File: src/rtl/genius_uc.sv
// Control unit for the Genius memory game: Moore FSM sequencing display, play capture and comparison.
// Outputs are registered from the next state, so they stay aligned with db_estado.
module genius_uc (
   input  logic       clock,
   input  logic       reset,
   input  logic       iniciar,
   input  logic       jogada_feita,
   input  logic       botoesIgualMemoria,
   input  logic       endecoIgualLimite,
   input  logic       fimL,
   input  logic       fimM,
   input  logic       timeout,
   output logic       zeraE,
   output logic       contaE,
   output logic       zeraL,
   output logic       contaL,
   output logic       zeraM,
   output logic       contaM,
   output logic       zeraR,
   output logic       registraR,
   output logic       selecionaMemoria,
   output logic       reset_random,
   output logic       contaT,
   output logic [1:0] seletor,
   output logic       pronto,
   output logic       acertou,
   output logic       errou,
   output logic       db_timeout,
   output logic [3:0] db_estado
);

   localparam int unsigned CTRL_W = 17;

   localparam logic [3:0] INICIAL          = 4'h0;
   localparam logic [3:0] PREPARACAO       = 4'h1;
   localparam logic [3:0] NOVA_SEQUENCIA   = 4'h2;
   localparam logic [3:0] MOSTRA           = 4'h3;
   localparam logic [3:0] APAGA            = 4'h4;
   localparam logic [3:0] PROXIMO_MOSTRA   = 4'h5;
   localparam logic [3:0] ZERA_JOGADAS     = 4'h6;
   localparam logic [3:0] ESPERA_JOGADA    = 4'h7;
   localparam logic [3:0] REGISTRA         = 4'h8;
   localparam logic [3:0] COMPARA          = 4'h9;
   localparam logic [3:0] PROXIMA_JOGADA   = 4'hA;
   localparam logic [3:0] ULTIMA_SEQUENCIA = 4'hB;
   localparam logic [3:0] FIM_ACERTOU      = 4'hC;
   localparam logic [3:0] FIM_ERROU        = 4'hD;
   localparam logic [3:0] FIM_TIMEOUT      = 4'hE;

   // Bit positions of the packed control word
   localparam int unsigned B_DB_TIMEOUT = 0;
   localparam int unsigned B_ERROU      = 1;
   localparam int unsigned B_ACERTOU    = 2;
   localparam int unsigned B_PRONTO     = 3;
   localparam int unsigned B_SEL_LO     = 4;
   localparam int unsigned B_SEL_HI     = 5;
   localparam int unsigned B_CONTA_T    = 6;
   localparam int unsigned B_RST_RANDOM = 7;
   localparam int unsigned B_SEL_MEM    = 8;
   localparam int unsigned B_REGISTRA_R = 9;
   localparam int unsigned B_ZERA_R     = 10;
   localparam int unsigned B_CONTA_M    = 11;
   localparam int unsigned B_ZERA_M     = 12;
   localparam int unsigned B_CONTA_L    = 13;
   localparam int unsigned B_ZERA_L     = 14;
   localparam int unsigned B_CONTA_E    = 15;
   localparam int unsigned B_ZERA_E     = 16;

   logic [3:0]        state_q, state_d;
   logic [CTRL_W-1:0] ctrl_q, ctrl_d;

   // Next-state logic
   always_comb begin
      state_d = state_q;
      case (state_q)
         INICIAL:          if (iniciar) state_d = PREPARACAO;
         PREPARACAO:       state_d = NOVA_SEQUENCIA;
         NOVA_SEQUENCIA:   state_d = MOSTRA;
         MOSTRA:           if (fimM) state_d = APAGA;
         APAGA:            if (fimM) state_d = endecoIgualLimite ? ZERA_JOGADAS : PROXIMO_MOSTRA;
         PROXIMO_MOSTRA:   state_d = MOSTRA;
         ZERA_JOGADAS:     state_d = ESPERA_JOGADA;
         ESPERA_JOGADA: begin
            if (jogada_feita) state_d = REGISTRA;
            else if (timeout) state_d = FIM_TIMEOUT;
         end
         REGISTRA:         state_d = COMPARA;
         COMPARA: begin
            if (!botoesIgualMemoria)    state_d = FIM_ERROU;
            else if (endecoIgualLimite) state_d = ULTIMA_SEQUENCIA;
            else                        state_d = PROXIMA_JOGADA;
         end
         PROXIMA_JOGADA:   state_d = ESPERA_JOGADA;
         ULTIMA_SEQUENCIA: state_d = fimL ? FIM_ACERTOU : NOVA_SEQUENCIA;
         FIM_ACERTOU, FIM_ERROU, FIM_TIMEOUT:
                           if (iniciar) state_d = PREPARACAO;
         default:          state_d = INICIAL;
      endcase
   end

   // Moore output decode of the upcoming state, registered alongside it
   always_comb begin
      ctrl_d = '0;
      case (state_d)
         PREPARACAO: begin
            ctrl_d[B_ZERA_E]     = 1'b1;
            ctrl_d[B_ZERA_L]     = 1'b1;
            ctrl_d[B_ZERA_M]     = 1'b1;
            ctrl_d[B_ZERA_R]     = 1'b1;
            ctrl_d[B_RST_RANDOM] = 1'b1;
            ctrl_d[B_SEL_MEM]    = 1'b1;
         end
         NOVA_SEQUENCIA: begin
            ctrl_d[B_ZERA_E] = 1'b1;
            ctrl_d[B_ZERA_M] = 1'b1;
         end
         MOSTRA: begin
            ctrl_d[B_SEL_LO]  = 1'b1;
            ctrl_d[B_CONTA_M] = 1'b1;
         end
         APAGA:            ctrl_d[B_CONTA_M] = 1'b1;
         PROXIMO_MOSTRA:   ctrl_d[B_CONTA_E] = 1'b1;
         ZERA_JOGADAS: begin
            ctrl_d[B_ZERA_E] = 1'b1;
            ctrl_d[B_ZERA_R] = 1'b1;
         end
         ESPERA_JOGADA: begin
            ctrl_d[B_SEL_HI]  = 1'b1;
            ctrl_d[B_CONTA_T] = 1'b1;
         end
         REGISTRA: begin
            ctrl_d[B_SEL_HI]     = 1'b1;
            ctrl_d[B_REGISTRA_R] = 1'b1;
         end
         COMPARA:          ctrl_d[B_SEL_HI]  = 1'b1;
         PROXIMA_JOGADA:   ctrl_d[B_CONTA_E] = 1'b1;
         ULTIMA_SEQUENCIA: ctrl_d[B_CONTA_L] = 1'b1;
         FIM_ACERTOU: begin
            ctrl_d[B_PRONTO]  = 1'b1;
            ctrl_d[B_ACERTOU] = 1'b1;
            ctrl_d[B_SEL_LO]  = 1'b1;
         end
         FIM_ERROU: begin
            ctrl_d[B_PRONTO] = 1'b1;
            ctrl_d[B_ERROU]  = 1'b1;
         end
         FIM_TIMEOUT: begin
            ctrl_d[B_PRONTO]     = 1'b1;
            ctrl_d[B_ERROU]      = 1'b1;
            ctrl_d[B_DB_TIMEOUT] = 1'b1;
         end
         default:          ctrl_d = '0;
      endcase
   end

   always_ff @(posedge clock or negedge reset) begin
      if (!reset) begin
         state_q <= INICIAL;
         ctrl_q  <= '0;
      end else begin
         state_q <= state_d;
         ctrl_q  <= ctrl_d;
      end
   end

   assign zeraE            = ctrl_q[B_ZERA_E];
   assign contaE           = ctrl_q[B_CONTA_E];
   assign zeraL            = ctrl_q[B_ZERA_L];
   assign contaL           = ctrl_q[B_CONTA_L];
   assign zeraM            = ctrl_q[B_ZERA_M];
   assign contaM           = ctrl_q[B_CONTA_M];
   assign zeraR            = ctrl_q[B_ZERA_R];
   assign registraR        = ctrl_q[B_REGISTRA_R];
   assign selecionaMemoria = ctrl_q[B_SEL_MEM];
   assign reset_random     = ctrl_q[B_RST_RANDOM];
   assign contaT           = ctrl_q[B_CONTA_T];
   assign seletor          = ctrl_q[B_SEL_HI:B_SEL_LO];
   assign pronto           = ctrl_q[B_PRONTO];
   assign acertou          = ctrl_q[B_ACERTOU];
   assign errou            = ctrl_q[B_ERROU];
   assign db_timeout       = ctrl_q[B_DB_TIMEOUT];
   assign db_estado        = state_q;

endmodule

File: config.mk
export PLATFORM = sky130hd
export DESIGN_NAME = genius_uc
export DESIGN_NICKNAME = d
export VERILOG_FILES = /design/src/rtl/genius_uc.sv
export SDC_FILE = /design/constraint.sdc
export NUM_CORES = 1
export LEC_CHECK = 0
export CAP_MARGIN = 25
export CORE_MARGIN = 2
export CORE_UTILIZATION = 40
export DETAILED_ROUTE_END_ITERATION = 10
export PLACE_DENSITY_LB_ADDON = 0.05
export SLEW_MARGIN = 20
export SYNTH_ARGS = -nofsm -noshare
export SYNTH_HDL_FRONTEND = slang
export SYNTH_SLANG_ARGS = --single-unit
File: constraint.sdc
create_clock -name clock -period 2.21 [get_ports clock]
set_input_delay 0.5525 -clock clock [delete_from_list [all_inputs] [get_ports clock]]
set_output_delay 0.5525 -clock clock [all_outputs]
set_load 0.05 [all_outputs]
# ---- Word-level counts from Yosys, hierarchy flattened
# Index checks and enable logic that the tools add are counted.
dict set report totals {
  regBits 21
  in_bits 9
  output_inout_bits 21
  wordCells 69
}
dict set report classes {
  eq_ne 28
  muxes 26
  n_reduce_logical 13
}
# op count
set op_table {}
lappend op_table {{== test 4 bit (second input constant)} 14}
lappend op_table {{case mux 4 bit (10 select lines)} 1}
lappend op_table {{== test 4 x 3 -> 1 bit (second input constant)} 8}
lappend op_table {{2-to-1 mux 4 bit} 6}
lappend op_table {{== test 4 x 2 -> 1 bit (second input constant)} 4}
lappend op_table {{2-to-1 mux 1 bit} 16}
lappend op_table {{OR reduction 2 bit} 8}
lappend op_table {{OR reduction 3 bit} 3}
lappend op_table {{== test 4 x 1 -> 1 bit (second input constant)} 2}
lappend op_table {{zero test 4 bit} 1}
lappend op_table {{2-to-1 mux 2 bit} 2}
lappend op_table {{OR reduction 4 bit} 1}
lappend op_table {{2-to-1 mux 3 bit} 1}

# ---- Depth between registers and ports, before layout
dict set report logic_depth {
  ltp_word 6
  depth_mapped 8
  mapped_depth_nobuf 7
}

# ---- Worst setup path after synthesis
# No wires, ideal clock.
dict set report synth_path {
  path_kind {register to register}
  startpoint {reg state_q[0] (netlist: db_estado[0])}
  endpoint {reg ctrl_q[4]}
  setup_time_ps 78
  arrival_ps 2005
  required_ps 2132
  path_slack_ps 127
  path_stages_with_launch 7
  path_buffers 1
  synth_period_minus_slack_ps 2083
  path_cell_list {dfrtp_1 -> buf_6 -> nor2_2 -> a211oi_1 -> a211oi_4 -> or4_1 -> o21ai_1}
}
dict set report synth_between {
  elab_chain_len 6
  elab_cells_between_ends 28
  classes_between {eq/ne (16); mux (7); reduce/logical (5)}
}
# element line
set synth_rtl {}
lappend synth_rtl {{start: declaration} 69} ;# logic [3:0] state_q, state_d;
lappend synth_rtl {{start signal: assignment} 161} ;# state_q <= state_d;
lappend synth_rtl {{== test 4 bit, or another cell as far along} 75} ;# case (state_q)
lappend synth_rtl {{OR reduction 4 bit (no source line), or another cell as far along} -}
lappend synth_rtl {{case mux 4 bit (10 select lines) *} 75}
lappend synth_rtl {{== test 4 bit / == test 4 x 2 -> 1 bit (equally long branches)} 104} ;# case (state_d)
lappend synth_rtl {{OR reduction 2 bit (no source line) *} -}
lappend synth_rtl {{2-to-1 mux 1 bit *} 104}
lappend synth_rtl {{via ctrl_d[4]} 70} ;# logic [CTRL_W-1:0] ctrl_q, ctrl_d;
lappend synth_rtl {{end signal: assignment} 162} ;# ctrl_q <= ctrl_d;
lappend synth_rtl {{end: declaration} 70}
# The timed path passes the listed nets; every way through them passes the cells marked *.

# ---- Worst setup path after layout
dict set report layout_path {
  startpoint {in fimM}
  endpoint {reg ctrl_q[5]}
}
dict set report layout_between {
  elab_chain_len 5
  elab_cells_between_ends 8
  classes_between {eq/ne (3); mux (4); reduce/logical (1)}
}
# element line
set layout_rtl {}
lappend layout_rtl {{start: declaration} 11} ;# input logic fimM,
lappend layout_rtl {{2-to-1 mux 4 bit (on tied branches)} {80, 79}}
lappend layout_rtl {{case mux 4 bit (10 select lines) *} 75}
lappend layout_rtl {{== test 4 bit / == test 4 x 3 -> 1 bit (equally long branches)} 104}
lappend layout_rtl {{OR reduction 3 bit (no source line) *} -}
lappend layout_rtl {{2-to-1 mux 1 bit *} 104}
lappend layout_rtl {{via ctrl_d[5]} 70}
# Marked as above.

==> run metrics <==
final wirelength 2250 um; ant diodes 0; outcome completed; Power Internal 0.00125 W; Sinks on Clock Net 19; Multi-input gate area 425 sq um; Logic pwr share 69.7%; initial cell density of the core 41.0%; 1st-pass router iterations 4; # setup viols final 0; H-tree depth 1; initial antenna violation count 0; RSZ-0062 raised after global routing no; relative max-transition margin 62.5%; row cnt 18; skew final 0.00687 ns; worst path required time 2.44 ns; number of global-route vias before repair 798; Mapped Area 987 sq um; GRT Residual Overflow 0; Max Root-Sink Buffers 2; max_cap viols 0; FF+latch area 475 sq um; Synth area leaders dfrtp_1 48%, nand2_1 3.8%, a21oi_1 3.5%; post-placement cell count 174; GPL Wtd Cong 0.771; clock share of power 7.0%; die width 53.7 um; worst vdd ir 1.05 mV; Root Buffer clkbuf_4; Least-Margin Pin Slew 0.562 ns; Hold Fails Final Rpt 0; CTS resizes 0; Yosys top cell by area dfrtp_1; DR iter-0 viols 11; Mapped Avg Cell Area 9.49 sq um; Post-Layout Cell Count 178; P per Cell Area 1750 nW/um^2; WP data arrival 2.29 ns; Synth top area share 48.2%; Sw Share 49.5%; Final Worst Setup Slack 0.143 ns; pre-CTS setup slack -0.170 ns; HP Class primary input to asynchronous set/reset pin; Vias 893; Synth Register Bits 19; setup_tns 0 ns; nets 158; share of post-route cells with drive strength above 1 23.6%; fin crit period 2.07 ns; fmax 0.484 GHz; sequential area share after synthesis 48.2%; NetSw 0.00122 W; Die Y 53.7 um; worst setup path class primary input to flop; Fillers 228; Post CTS Setup Buffer Count 0; WL/cell 12.6 um; Synth Net Count 113; total power 0.00247 W; placed wire-length estimate 1720 um; cells on worst reg2reg path 6; clock latency on the worst-skew pair 0.29 ns; CTS Buf Count 3; register share of total power 23.3%; first-pass GRT wire length 3570 um; Yosys cell types 37; CTS tree yes; Final Max Tran Viols 0; DRC 0; Yosys Warn Count 0; kind of start point of the critical path primary input; CP max FO 3; GRT Total Usage 17.5%; count of input and output buffers 29; LEAKAGE 0.624 nW; Hold Buf Count CTS 0; largest net degree at the start of global routing 20; clock-pin slew on the worst setup and hold paths 0.11 ns; Antenna Violating Nets Remaining 0; core area 2410 sq um; vias per cell 5.02; I/O pins 30; Critical Path End Type flop; Core Util, Final 58.7%; Area Overhead vs Synth 43.2%; post-route clock period utilization 93.5%; overall die area 2880 sq um; Synth Instances 104
-- path summary, 6_finish.rpt --
path / from / to / slack [ns]
worst max register to register: db_estado[2] / ctrl_q[4] / 0.19
max in group asynchronous: reset / ctrl_q[10] / 1.41
min in group clock: db_estado[1] / ctrl_q[15] / 0.71
worst min-delay path: reset / ctrl_q[13] / 0.59
worst min register to register: db_estado[1] / ctrl_q[15] / 0.71
worst max-delay path: fimM / ctrl_q[5] / 0.14
-- state kept, by name (all words and copies together), names as in the netlist --
name / count
db_estado: 4
ctrl_q: 15
-- power by group through the flow --
stage | combinational, W | clock [W] | sequential, W
CTS | 0.00174 | 0.000179 | 0.000580
global route | 0.00187 | 0.000193 | 0.000594
global placement | 0.00171 | 0 | 0.000581
detailed placement | 0.00173 | 0 | 0.000585
finish | 0.00172 | 0.000172 | 0.000577
floorplan | 0.000829 | 0 | 0.000884
-- worst max-delay path, cell delays in order --
cell             delay [ns]
clkdlybuf4s50_1        0.48
buf_4                  0.12
mux2i_1                0.05
nor3_1                 0.29
a211oi_2               0.11
buf_4                  0.15
nor4_1                 0.27
buf_4                  0.17
o21bai_1               0.09
-- kinds of logic (layout without fill, tap and decap cells) --
group	after synthesis	in the layout	synth area share, %
AO/OA/AOI/OAI	28	28	19.8
XOR/XNOR	1	1	0.887
buffers and inverters	15	59	8.74
flip-flops	19	19	48.2
multiplexers	1	1	1.01
AND/OR/NAND/NOR	40	40	21.4
-- layout make-up --
type | instances | area share (%)
Tap cell | 30 | 2.65
Sequential cell | 19 | 33.6
Timing Repair Buffer | 48 | 29.9
Inverter | 7 | 1.86
Clock buffer | 4 | 1.86
Multi-Input combinational cell | 70 | 30.1
-- metal layers --
layer	vias to the layer above	GRT usage, %	routed length [um]
met5	-	0	0
met4	0	3.85	10
met3	2	5.56	106
met2	21	27.0	1070
met1	421	23.8	1060
li1	449	-	-
-- through the flow --
step,hold slack [ns],cell area (sq um)
6_report,0.588,1410
5_1_grt,0.608,1410
4_1_cts,0.588,1410
3_5_place_dp,0.688,1390
3_3_place_gp,0.661,1390
2_1_floorplan,0.257,987
-- layout by cell type (no fill, tap or decap), drive strengths merged, types with 2 or more instances in the layout --
cell           netlist  layout
o22ai                2       2
nor2                 6       6
nand3                4       4
a21oi                7       7
buf                  8      23
nor3                 5       5
o21ai                8       8
nor3b                2       2
nand2               11      11
nor2b                2       2
dfrtp               19      19
inv                  7       7
a211oi               4       4
clkdlybuf4s50        0      25
clkbuf               0       4
o31ai                2       2
nor4                 2       2
nand2b               4       4
-- Yosys cell counts (all sizes together) --
master,n
nor4,2
or3,1
o21ai,8
xnor2,1
and2,1
a221oi,1
dfrtp,19
a2bb2oi,1
buf,8
nand4,1
or4,1
o211ai,1
o22ai,2
nand2b,4
nand3,4
a211oi,4
a21oi,7
o21bai,1
a31o,1
nor2b,2
nor3b,2
inv,7
o31ai,2
nor3,5
mux2i,1
nand2,11
nor2,6
No activity file was read; power rests on OpenSTA's default activity.
